## config.mk

```make
export PLATFORM = sky130hd
export DESIGN_NAME = alu_issue_ctrl
export DESIGN_NICKNAME = d
export VERILOG_FILES = /design/src/rtl/alu_ctrl_pkg.sv /design/src/rtl/alu_rr_arb2.sv /design/src/rtl/alu_issue_ctrl.sv
export SDC_FILE = /design/constraint.sdc
export NUM_CORES = 1
export LEC_CHECK = 0
export BUFFER_PORTS_ARGS = -buffer_cell sky130_fd_sc_hd__buf_2
export CORE_AREA = 2 2 113 115
export CTS_CLUSTER_DIAMETER = 150
export CTS_CLUSTER_SIZE = 40
export DETAILED_ROUTE_END_ITERATION = 7
export DIE_AREA = 0 0 115 117
export PLACE_DENSITY_LB_ADDON = 0.1
export SYNTH_ARGS = -nofsm -noshare
export SYNTH_HDL_FRONTEND = slang
export SYNTH_SLANG_ARGS = --single-unit
export TNS_END_PERCENT = 50
```

## constraint.sdc

```tcl
create_clock -name Clk -period 4.8 [get_ports Clk]
set_input_delay 0.24 -clock Clk [delete_from_list [all_inputs] [get_ports Clk]]
set_output_delay 0.24 -clock Clk [all_outputs]
set_load 0.01 [all_outputs]
```

## src/rtl/alu_ctrl_pkg.sv

```systemverilog
// ---------------------------------------------------------------------------
// alu_ctrl_pkg
// Shared definitions for the ALU issue controller:
//   - ALU operation codes (4-bit ALUControl encoding)
//   - issue FSM state encoding
//   - is_legal_op / op_latency helpers
// ---------------------------------------------------------------------------
package alu_ctrl_pkg;

  localparam logic [3:0] ALU_AND  = 4'd0;
  localparam logic [3:0] ALU_OR   = 4'd1;
  localparam logic [3:0] ALU_ADD  = 4'd2;
  localparam logic [3:0] ALU_NOR  = 4'd3;
  localparam logic [3:0] ALU_SUB  = 4'd6;
  localparam logic [3:0] ALU_SLT  = 4'd7;
  localparam logic [3:0] ALU_JMP  = 4'd8;
  localparam logic [3:0] ALU_MUL  = 4'd9;
  localparam logic [3:0] ALU_SLL  = 4'd10;
  localparam logic [3:0] ALU_SGT  = 4'd11;
  localparam logic [3:0] ALU_CLZ  = 4'd12;
  localparam logic [3:0] ALU_ROTR = 4'd13;

  typedef enum logic [1:0] {
    IDLE = 2'd0,
    EXEC = 2'd1,
    RESP = 2'd2
  } state_e;

  // Codes 4, 5, 14 and 15 have no ALU operation behind them.
  function automatic logic is_legal_op(input logic [3:0] ctrl);
    logic legal;
    legal = 1'b1;
    case (ctrl)
      4'd4, 4'd5, 4'd14, 4'd15: legal = 1'b0;
      default:                  legal = 1'b1;
    endcase
    return legal;
  endfunction

  // Number of EXEC cycles the operands must be held for this op.
  function automatic logic [3:0] op_latency(input logic [3:0] ctrl,
                                            input logic [3:0] mul_latency);
    return (ctrl == ALU_MUL) ? mul_latency : 4'd1;
  endfunction

endpackage

```

## src/rtl/alu_rr_arb2.sv

```systemverilog
// ---------------------------------------------------------------------------
// alu_rr_arb2
// Two-way round-robin arbiter.
//   clk, rst_n : clock / asynchronous active-low reset
//   valid[1:0] : per-port request
//   enable     : arbitration allowed this cycle (grant forced to 0 otherwise)
//   grant[1:0] : one-hot grant
// A single requester always wins; on contention the pointer port wins.
// After any grant the pointer moves to the port that was not granted.
// ---------------------------------------------------------------------------
module alu_rr_arb2 (
  input  logic       clk,
  input  logic       rst_n,
  input  logic [1:0] valid,
  input  logic       enable,
  output logic [1:0] grant
);

  logic ptr_q;
  logic ptr_d;

  always_comb begin
    grant = 2'b00;
    if (enable) begin
      case (valid)
        2'b01:   grant = 2'b01;
        2'b10:   grant = 2'b10;
        2'b11:   grant = ptr_q ? 2'b10 : 2'b01;
        default: grant = 2'b00;
      endcase
    end
  end

  always_comb begin
    ptr_d = ptr_q;
    // grant[0] set means port 0 won, so port 1 gets priority next time.
    if (enable && (|grant)) ptr_d = grant[0];
  end

  always_ff @(posedge clk or negedge rst_n) begin
    if (!rst_n) ptr_q <= 1'b0;
    else        ptr_q <= ptr_d;
  end

endmodule

```

## src/rtl/alu_issue_ctrl.sv

```systemverilog
// ---------------------------------------------------------------------------
// alu_issue_ctrl
// Shares one 32-bit ALU between two requesters. Arbitrates round-robin,
// latches the winning op into issue registers that drive the ALU, holds them
// for the op latency (MUL_LATENCY cycles for MUL, 1 otherwise), captures the
// ALU result and returns it with port/tag on a single response channel.
//
// Ports:
//   Clk, Rst                    clock, asynchronous active-low reset
//   ReqNValid/ReqNReady         request handshake, N = 0/1
//   ReqNCtrl/ReqNA/ReqNB/ReqNTag request payload
//   RspValid/RspReady           response handshake
//   RspPort/RspTag/RspResult/RspZero response payload
//   AluCtrl/AluA/AluB           to ALU; AluResult/AluZero from ALU
//   DbgState                    current FSM state (IDLE=0, EXEC=1, RESP=2)
//   RspErr                      only with ALU_ISSUE_ILLEGAL_OP_EN
//
// Build option ALU_ISSUE_ILLEGAL_OP_EN: codes 4/5/14/15 are accepted but not
// sent to the ALU; their response carries Result=0, Zero=1, RspErr=1.
//
// Handshakes: a transfer happens on a rising edge where valid and ready are
// both high. ReqNReady is combinational from the valid inputs and FSM state
// only (never from RspReady); RspValid, once high, holds it and all Rsp*
// payload stable until the cycle RspReady is seen high.
// ---------------------------------------------------------------------------
module alu_issue_ctrl
  import alu_ctrl_pkg::*;
#(
  parameter int unsigned MUL_LATENCY = 3,
  parameter int unsigned TAG_W       = 4
) (
  input  logic             Clk,
  input  logic             Rst,
  input  logic             Req0Valid,
  output logic             Req0Ready,
  input  logic [3:0]       Req0Ctrl,
  input  logic [31:0]      Req0A,
  input  logic [31:0]      Req0B,
  input  logic [TAG_W-1:0] Req0Tag,
  input  logic             Req1Valid,
  output logic             Req1Ready,
  input  logic [3:0]       Req1Ctrl,
  input  logic [31:0]      Req1A,
  input  logic [31:0]      Req1B,
  input  logic [TAG_W-1:0] Req1Tag,
  output logic             RspValid,
  input  logic             RspReady,
  output logic             RspPort,
  output logic [TAG_W-1:0] RspTag,
  output logic [31:0]      RspResult,
  output logic             RspZero,
  output logic [3:0]       AluCtrl,
  output logic [31:0]      AluA,
  output logic [31:0]      AluB,
  input  logic [31:0]      AluResult,
  input  logic             AluZero,
  output logic [1:0]       DbgState
`ifdef ALU_ISSUE_ILLEGAL_OP_EN
  ,
  output logic             RspErr
`endif
);

  localparam logic [3:0] MUL_LAT4 = 4'(MUL_LATENCY);

  state_e             state_q,      state_d;
  logic [3:0]         cnt_q,        cnt_d;
  logic [3:0]         alu_ctrl_q,   alu_ctrl_d;
  logic [31:0]        alu_a_q,      alu_a_d;
  logic [31:0]        alu_b_q,      alu_b_d;
  logic               rsp_valid_q,  rsp_valid_d;
  logic               rsp_port_q,   rsp_port_d;
  logic [TAG_W-1:0]   rsp_tag_q,    rsp_tag_d;
  logic [31:0]        rsp_result_q, rsp_result_d;
  logic               rsp_zero_q,   rsp_zero_d;
`ifdef ALU_ISSUE_ILLEGAL_OP_EN
  logic               err_q,        err_d;
  logic               rsp_err_q,    rsp_err_d;
`endif

  logic               arb_en;
  logic [1:0]         grant;
  logic [3:0]         sel_ctrl;
  logic [31:0]        sel_a;
  logic [31:0]        sel_b;
  logic [TAG_W-1:0]   sel_tag;

  // Rst is folded in so no request looks accepted while reset is held.
  assign arb_en = (state_q == IDLE) && Rst;

  alu_rr_arb2 u_arb (
    .clk    (Clk),
    .rst_n  (Rst),
    .valid  ({Req1Valid, Req0Valid}),
    .enable (arb_en),
    .grant  (grant)
  );

  assign Req0Ready = grant[0];
  assign Req1Ready = grant[1];

  always_comb begin
    sel_ctrl = Req0Ctrl;
    sel_a    = Req0A;
    sel_b    = Req0B;
    sel_tag  = Req0Tag;
    if (grant[1]) begin
      sel_ctrl = Req1Ctrl;
      sel_a    = Req1A;
      sel_b    = Req1B;
      sel_tag  = Req1Tag;
    end
  end

  always_comb begin
    state_d      = state_q;
    cnt_d        = cnt_q;
    alu_ctrl_d   = alu_ctrl_q;
    alu_a_d      = alu_a_q;
    alu_b_d      = alu_b_q;
    rsp_valid_d  = rsp_valid_q;
    rsp_port_d   = rsp_port_q;
    rsp_tag_d    = rsp_tag_q;
    rsp_result_d = rsp_result_q;
    rsp_zero_d   = rsp_zero_q;
`ifdef ALU_ISSUE_ILLEGAL_OP_EN
    err_d        = err_q;
    rsp_err_d    = rsp_err_q;
`endif
    case (state_q)
      IDLE: begin
        if (|grant) begin
          alu_ctrl_d = sel_ctrl;
          alu_a_d    = sel_a;
          alu_b_d    = sel_b;
          rsp_port_d = grant[1];
          rsp_tag_d  = sel_tag;
          cnt_d      = op_latency(sel_ctrl, MUL_LAT4) - 4'd1;
`ifdef ALU_ISSUE_ILLEGAL_OP_EN
          err_d = !is_legal_op(sel_ctrl);
          // Illegal codes never reach the ALU: keep the previous control.
          if (!is_legal_op(sel_ctrl)) begin
            alu_ctrl_d = alu_ctrl_q;
            cnt_d      = 4'd0;
          end
`endif
          state_d = EXEC;
        end
      end
      EXEC: begin
        if (cnt_q != 4'd0) begin
          cnt_d = cnt_q - 4'd1;
        end else begin
          rsp_result_d = AluResult;
          rsp_zero_d   = AluZero;
`ifdef ALU_ISSUE_ILLEGAL_OP_EN
          rsp_err_d = err_q;
          if (err_q) begin
            rsp_result_d = 32'd0;
            rsp_zero_d   = 1'b1;
          end
`endif
          rsp_valid_d = 1'b1;
          state_d     = RESP;
        end
      end
      RESP: begin
        if (RspReady) begin
          rsp_valid_d = 1'b0;
          state_d     = IDLE;
        end
      end
      default: state_d = IDLE;
    endcase
  end

  always_ff @(posedge Clk or negedge Rst) begin
    if (!Rst) begin
      state_q      <= IDLE;
      cnt_q        <= 4'd0;
      alu_ctrl_q   <= 4'd0;
      alu_a_q      <= 32'd0;
      alu_b_q      <= 32'd0;
      rsp_valid_q  <= 1'b0;
      rsp_port_q   <= 1'b0;
      rsp_tag_q    <= '0;
      rsp_result_q <= 32'd0;
      rsp_zero_q   <= 1'b0;
`ifdef ALU_ISSUE_ILLEGAL_OP_EN
      err_q        <= 1'b0;
      rsp_err_q    <= 1'b0;
`endif
    end else begin
      state_q      <= state_d;
      cnt_q        <= cnt_d;
      alu_ctrl_q   <= alu_ctrl_d;
      alu_a_q      <= alu_a_d;
      alu_b_q      <= alu_b_d;
      rsp_valid_q  <= rsp_valid_d;
      rsp_port_q   <= rsp_port_d;
      rsp_tag_q    <= rsp_tag_d;
      rsp_result_q <= rsp_result_d;
      rsp_zero_q   <= rsp_zero_d;
`ifdef ALU_ISSUE_ILLEGAL_OP_EN
      err_q        <= err_d;
      rsp_err_q    <= rsp_err_d;
`endif
    end
  end

  assign AluCtrl   = alu_ctrl_q;
  assign AluA      = alu_a_q;
  assign AluB      = alu_b_q;
  assign RspValid  = rsp_valid_q;
  assign RspPort   = rsp_port_q;
  assign RspTag    = rsp_tag_q;
  assign RspResult = rsp_result_q;
  assign RspZero   = rsp_zero_q;
  assign DbgState  = state_q;
`ifdef ALU_ISSUE_ILLEGAL_OP_EN
  assign RspErr    = rsp_err_q;
`endif

endmodule

```

# Word-level counts from Yosys, hierarchy flattened

Index checks and enable logic that the tools add are counted.

Flip-flop bits (word level): 114
Output and inout bits: 111
Word-level logic and storage cells: 54
Bits of input ports: 182

Bitwise logic cells: 1
Reductions and logical operators: 12
Add/subtract/negate cells: 2
Equality and inequality tests: 10
Mux-type cells: 18

Operators with widths:

| kind                  | number |
|---|---|
| $mux W32              | 2 |
| $mux W4               | 4 |
| $mux W2               | 6 |
| $pmux W2 S3           | 2 |
| $reduce_and A3 Y1     | 3 |
| $pmux W4 S2           | 1 |
| $eq A2 B2 Y1 const B  | 3 |
| $ne A2 B2 Y1 const B  | 3 |
| $eq A2 B1 Y1 const B  | 2 |
| $eq A4 B4 Y1 const B  | 1 |
| $reduce_and A2 Y1     | 2 |
| $reduce_bool A2 Y1    | 2 |
| $reduce_bool A4 Y1    | 1 |
| $sub A4 B1 Y4 const B | 1 |
| $sub A2 B1 Y3 const B | 1 |
| $logic_and A1 B1 Y1   | 2 |
| $logic_not A2 Y1      | 1 |
| $mux W1               | 2 |
| $ne A2 B1 Y1 const B  | 1 |
| $pmux W1 S2           | 1 |
| $reduce_or A2 Y1      | 1 |
| $not A1 Y1            | 1 |

# Depth between registers and ports, before layout

Depth in word-level cells: 9
Gate-level depth with buffers: 6
Gate-level depth less buffers: 6

# Modules after synthesis

From an unflattened synthesis, not the netlist that was laid out.

Cell total of the unflattened synthesis: 432
Area, all modules: 5088.6 um^2

By module, submodules not included:

| module         | instances | area each (um^2) | sequential area each (um^2) | cells each |
|---|---|---|---|---|
| alu_issue_ctrl | 1         | 5027.3           | 2827.7                      | 424 |
| alu_rr_arb2    | 1         | 61.3             | 25.0                        | 8 |

# Worst setup path before layout

No wires, ideal clock.

Kind: reg-to-reg
Start: register cnt_q[1]
End: register rsp_result_q[10] (netlist: RspResult[10])
Period minus slack after synthesis: 1.692 ns
Path buffers: 1
Library setup time: 0.128 ns
Arrival time: 1.564 ns
Stages on the path, launching flop included: 7
Required time: 4.672 ns
Setup slack: 3.108 ns
Path through: dfrtp_1 > inv_1 > ha_1 > nor3b_2 > nand2_2 > buf_2 > mux2_1

Cells in the longest elaborated chain, start to end: 3

Ends and longest elaborated chain:

| element                     | RTL line              | text |
|---|---|---|
| start: declaration          | alu_issue_ctrl.sv:67  | `logic [3:0] cnt_q, cnt_d;` |
| start signal: assignment    | alu_issue_ctrl.sv:195 | `cnt_q <= cnt_d;` |
| $reduce_bool A4 Y1          | alu_issue_ctrl.sv:151 | `if (cnt_q != 4'd0) begin` |
| $not A1 Y1 (no line)        | n/a                   |  |
| $reduce_and A2 Y1 (no line) | n/a                   |  |
| end signal: assignment      | alu_issue_ctrl.sv:202 | `rsp_result_q <= rsp_result_d;` |
| end: declaration            | alu_issue_ctrl.sv:74  | `logic [31:0] rsp_result_q, rsp_result_d;` |

Every way passes these cells.
A chain may end at the register's enable or synchronous reset.

# Worst setup path in the final report

Start: input port Rst
End: register alu_a_q[21] (netlist: AluA[21])

Cells in the longest elaborated chain, start to end: 4
Elaborated cells between the ends (all ways): 5
Classes of those cells: 2 x mux; 3 x reduce/logical

Ends and longest elaborated chain:

| element                     | RTL line              | text |
|---|---|---|
| start: declaration          | alu_issue_ctrl.sv:33  | `input logic Rst,` |
| $logic_and A1 B1 Y1 *       | alu_issue_ctrl.sv:89  | `assign arb_en = (state_q == IDLE) && Rst;` |
| $mux W2 *                   | alu_rr_arb2.sv:24     | `if (enable) begin` |
| $reduce_or A2 Y1            | alu_issue_ctrl.sv:132 | `if (\|grant) begin` |
| $reduce_and A2 Y1 (no line) | n/a                   |  |
| end signal: assignment      | alu_issue_ctrl.sv:197 | `alu_a_q <= alu_a_d;` |
| end: declaration            | alu_issue_ctrl.sv:69  | `logic [31:0] alu_a_q, alu_a_d;` |

Every way passes the cells marked *; elsewhere a longest branch is shown, timed or not.

==> out/results.tsv <==
stage	metric	value	unit
status	status	finished clean	
layout	antennaDiodeCount	0	
floorplanning	io_pins	293	
floorplanning	core_area	12300	µm²
yosys	synth_most_common_cell	dfrtp_1	
yosys	yosysTopAreaCellShare	0.567	
sta	worst_clock_skew	8.72	ps
pwr	leakagePower	4.12	nW
sta	fmax	341	MHz
yosys	synth-main-ff-cell	dfrtp_1	
pwr	p_per_area	632	nW/µm²
grt	grt_overflow	0	
floorplanning	dieArea	13500	µm²
layout	fin_nets	908	
layout	fin_cells	886	
critical_path	worstPathArrival	3210	ps
critical_path	r2r_cells	5	
yosys	async_reset_ff_frac	1.00	
cts	cts_buffers	17	
cts	h-tree-depth	4	
critical_path	critical_path.most_common_cell	buf_4	
detailed_routing	route.detailed.drc	0	
detailed_routing	vias	4188	
critical_path	r2r_end	AluA[21]$_DFFE_PN0P_	
layout	finalCoreUtilization	0.578	
detailed_routing	first_pass_iters	4	
sta	period_share	0.611	
floorplanning	die_w	115	µm
yosys	synth.area.top_cells	dfrtp_1 (57%), mux2i_1 (15%), o21ai_1 (7.2%)	
critical_path	cp.required	5080	ps
yosys	synth-seq-cells	114	
sta	slew_headroom	0.272	
critical_path	critPathLaunchType	input pin	
critical_path	cp_max_fo	43	
placed_design	dpl_worst_slack	1970	ps
placed_design	post_dp_cell_area	6570	µm²
yosys	syn_inst	435	
worst_hold_path	min_from	AluResult[10]	
critical_path	r2r_start	DbgState[1]$_DFFE_PN0P_	
yosys	synth-edff-count	0	
sta	hold_violations	0	
sta	fin_tns_setup	0	ps
yosys	seq_area_frac_synth	0.567	
worst_hold_path	hold_class	in2reg	
grt	grtUsageTotal	0.193	
yosys	yosys.area.top_type	dfrtp_1	
yosys	ys_types	29	
critical_path	slowest_stage	buf_4	
cts	insertion_delay	410	ps
critical_path	ff2ff_setup_slack	2340	ps
floorplanning	die_h	117	µm
sta	fin_crit	2930	ps
yosys	synthTopCellsByCount	dfrtp_1 (114), nand2_1 (78), mux2i_1 (75)	
detailed_routing	vias_per_cell	4.73	
grt	grt_start_max_net_pins	75	
sta	rsz0062_at_grt	no	
placed_design	placed_cells	855	
pwr	ir_worst_vdd	0.242	mV
cts	ctsLongestPathBuffers	2	
layout	fin_area	7120	µm²
placed_design	hpwl	9990	µm
detailed_routing	drt_iter0_drc	185	
detailed_routing	wl_per_cell	14.9	µm
sta	tightest_slew	1090	ps
detailed_routing	ant_nets	0	
cts	cts.sinks	114	
worst_hold_path	hold_depth	2	
cts	cts_tree	done	
grt	grt_pass1_vias	3987	
grt	grt_pass1_wl	19600	µm
critical_path	end_kind	register	
cts	post_cts.repair.setup_buffers	0	
critical_path	cp_cell_sequence	dlygate4sd3_1 > buf_4 > nor3b_4 > nand3_4 > buf_4 > mux2i_1 > o21ai_1	
sta	setup_slack	1870	ps
yosys	syn_nets	618	
placed_design	portBuffers	292	
critical_path	cp_slowest_stage_delay	580	ps
critical_path	critical_path_class	in2reg	
detailed_routing	wirelength	13200	µm
job	cap_violations	0	
placed_design	gp_congestion	0.742	
layout	drive_above_1_share	0.452	
sta	report.final.slew_viol_count	0	
worst_hold_path	holdPathEnd	RspResult[10]$_DFFE_PN0P_	
yosys	ys_warn_count	0	
sta	setup_violations	0	
floorplanning	start_util	0.408	
layout	syn_to_final_growth	41.6	%
yosys	avgSynthCellArea	11.6	µm²
cts	cts_root_buffer	clkbuf_16	
floorplanning	num_rows	41	
cts	clkSlewWorstSetupHoldPaths	50	ps
grt	antenna_found_initial	0	
yosys	synth_area	5030	µm²
critical path: cells and delay by family:
kind,cells,cell delay [ps]
AO/OA/AOI/OAI,1,80
buffers and inverters,3,1610
multiplexers,1,280
AND/OR/NAND/NOR,2,940
repair_timing:
item	in CTS	in global routing
hold buffers	1	0
endpoints found under the hold margin	40	0
gates resized for setup	0	0
metal layers:
layer,vias up,routed length [µm],GRT usage
met2,187,6660,0.337
met3,14,1130,0.0711
li1,2086,-,-
met4,0,169,0.0675
met5,-,0,0
met1,1901,5270,0.220
state kept, by name, indices dropped and copies added (netlist names), 2 cells and up:
register	cells
cnt_q	4
DbgState	2
RspResult	32
AluA	32
AluCtrl	4
RspTag	4
AluB	32
layout make-up:
class	instances	area, µm²
Multi-Input combinational cell	290	2020
Clock buffer	25	505
Tap cell	150	188
Inverter	5	18.8
Timing Repair Buffer	297	1500
Fill cell	1107	5190
Clock inverter	5	27.5
Sequential cell	114	2850
placed cells by master, fill, tap and decap left out, drive strengths merged, types with 3 or more instances in the layout:
cell,count
buf,296
dfrtp,114
nand2,79
o21ai,78
mux2i,75
mux2,34
clkbuf,25
inv,5
a21oi,4
clkinv,4
nor2,3
stage by stage:
step / power, mW / hold slack (ps)
floorplan: 2.68 / -55.6
global placement: 3.38 / 275
detailed placement: 3.43 / 277
CTS: 4.57 / 26.9
global route: 4.84 / 38.1
finish: 4.50 / 44.9
cells by family (layout without fill, tap and decap cells):
| logic type | after synthesis | in the layout | share of synthesized area |
|---|---|---|---|
| flops | 114 | 114 | 0.567 |
| buf+inv | 31 | 332 | 0.0336 |
| fa+ha+maj | 1 | 1 | 0.00249 |
| mux | 109 | 109 | 0.225 |
| simple gates | 95 | 95 | 0.0844 |
| compound gates | 85 | 85 | 0.0866 |
power by group:
part	switching, mW	leakage, nW	internal [mW]
sequential	0.258	1.39	1.43
combinational	0.929	2.46	0.760
clock	0.401	0.265	0.717
how the worst max path moves through the flow:
stage | slack, ps | to | cells past startpoint | start
final | 1870 | AluA[21]$_DFFE_PN0P_ | 7 | Rst
after global routing | 1610 | AluA[21]$_DFFE_PN0P_ | 7 | Rst
after CTS | 1810 | AluA[21]$_DFFE_PN0P_ | 7 | Rst
after detailed placement | 1970 | AluA[28]$_DFFE_PN0P_ | 6 | Rst
after global placement | 2080 | AluA[7]$_DFFE_PN0P_ | 6 | Rst
after floorplan | 3110 | RspResult[10]$_DFFE_PN0P_ | 6 | cnt_q[1]$_DFFE_PN0P_
Power figures use the tool's default switching activity.
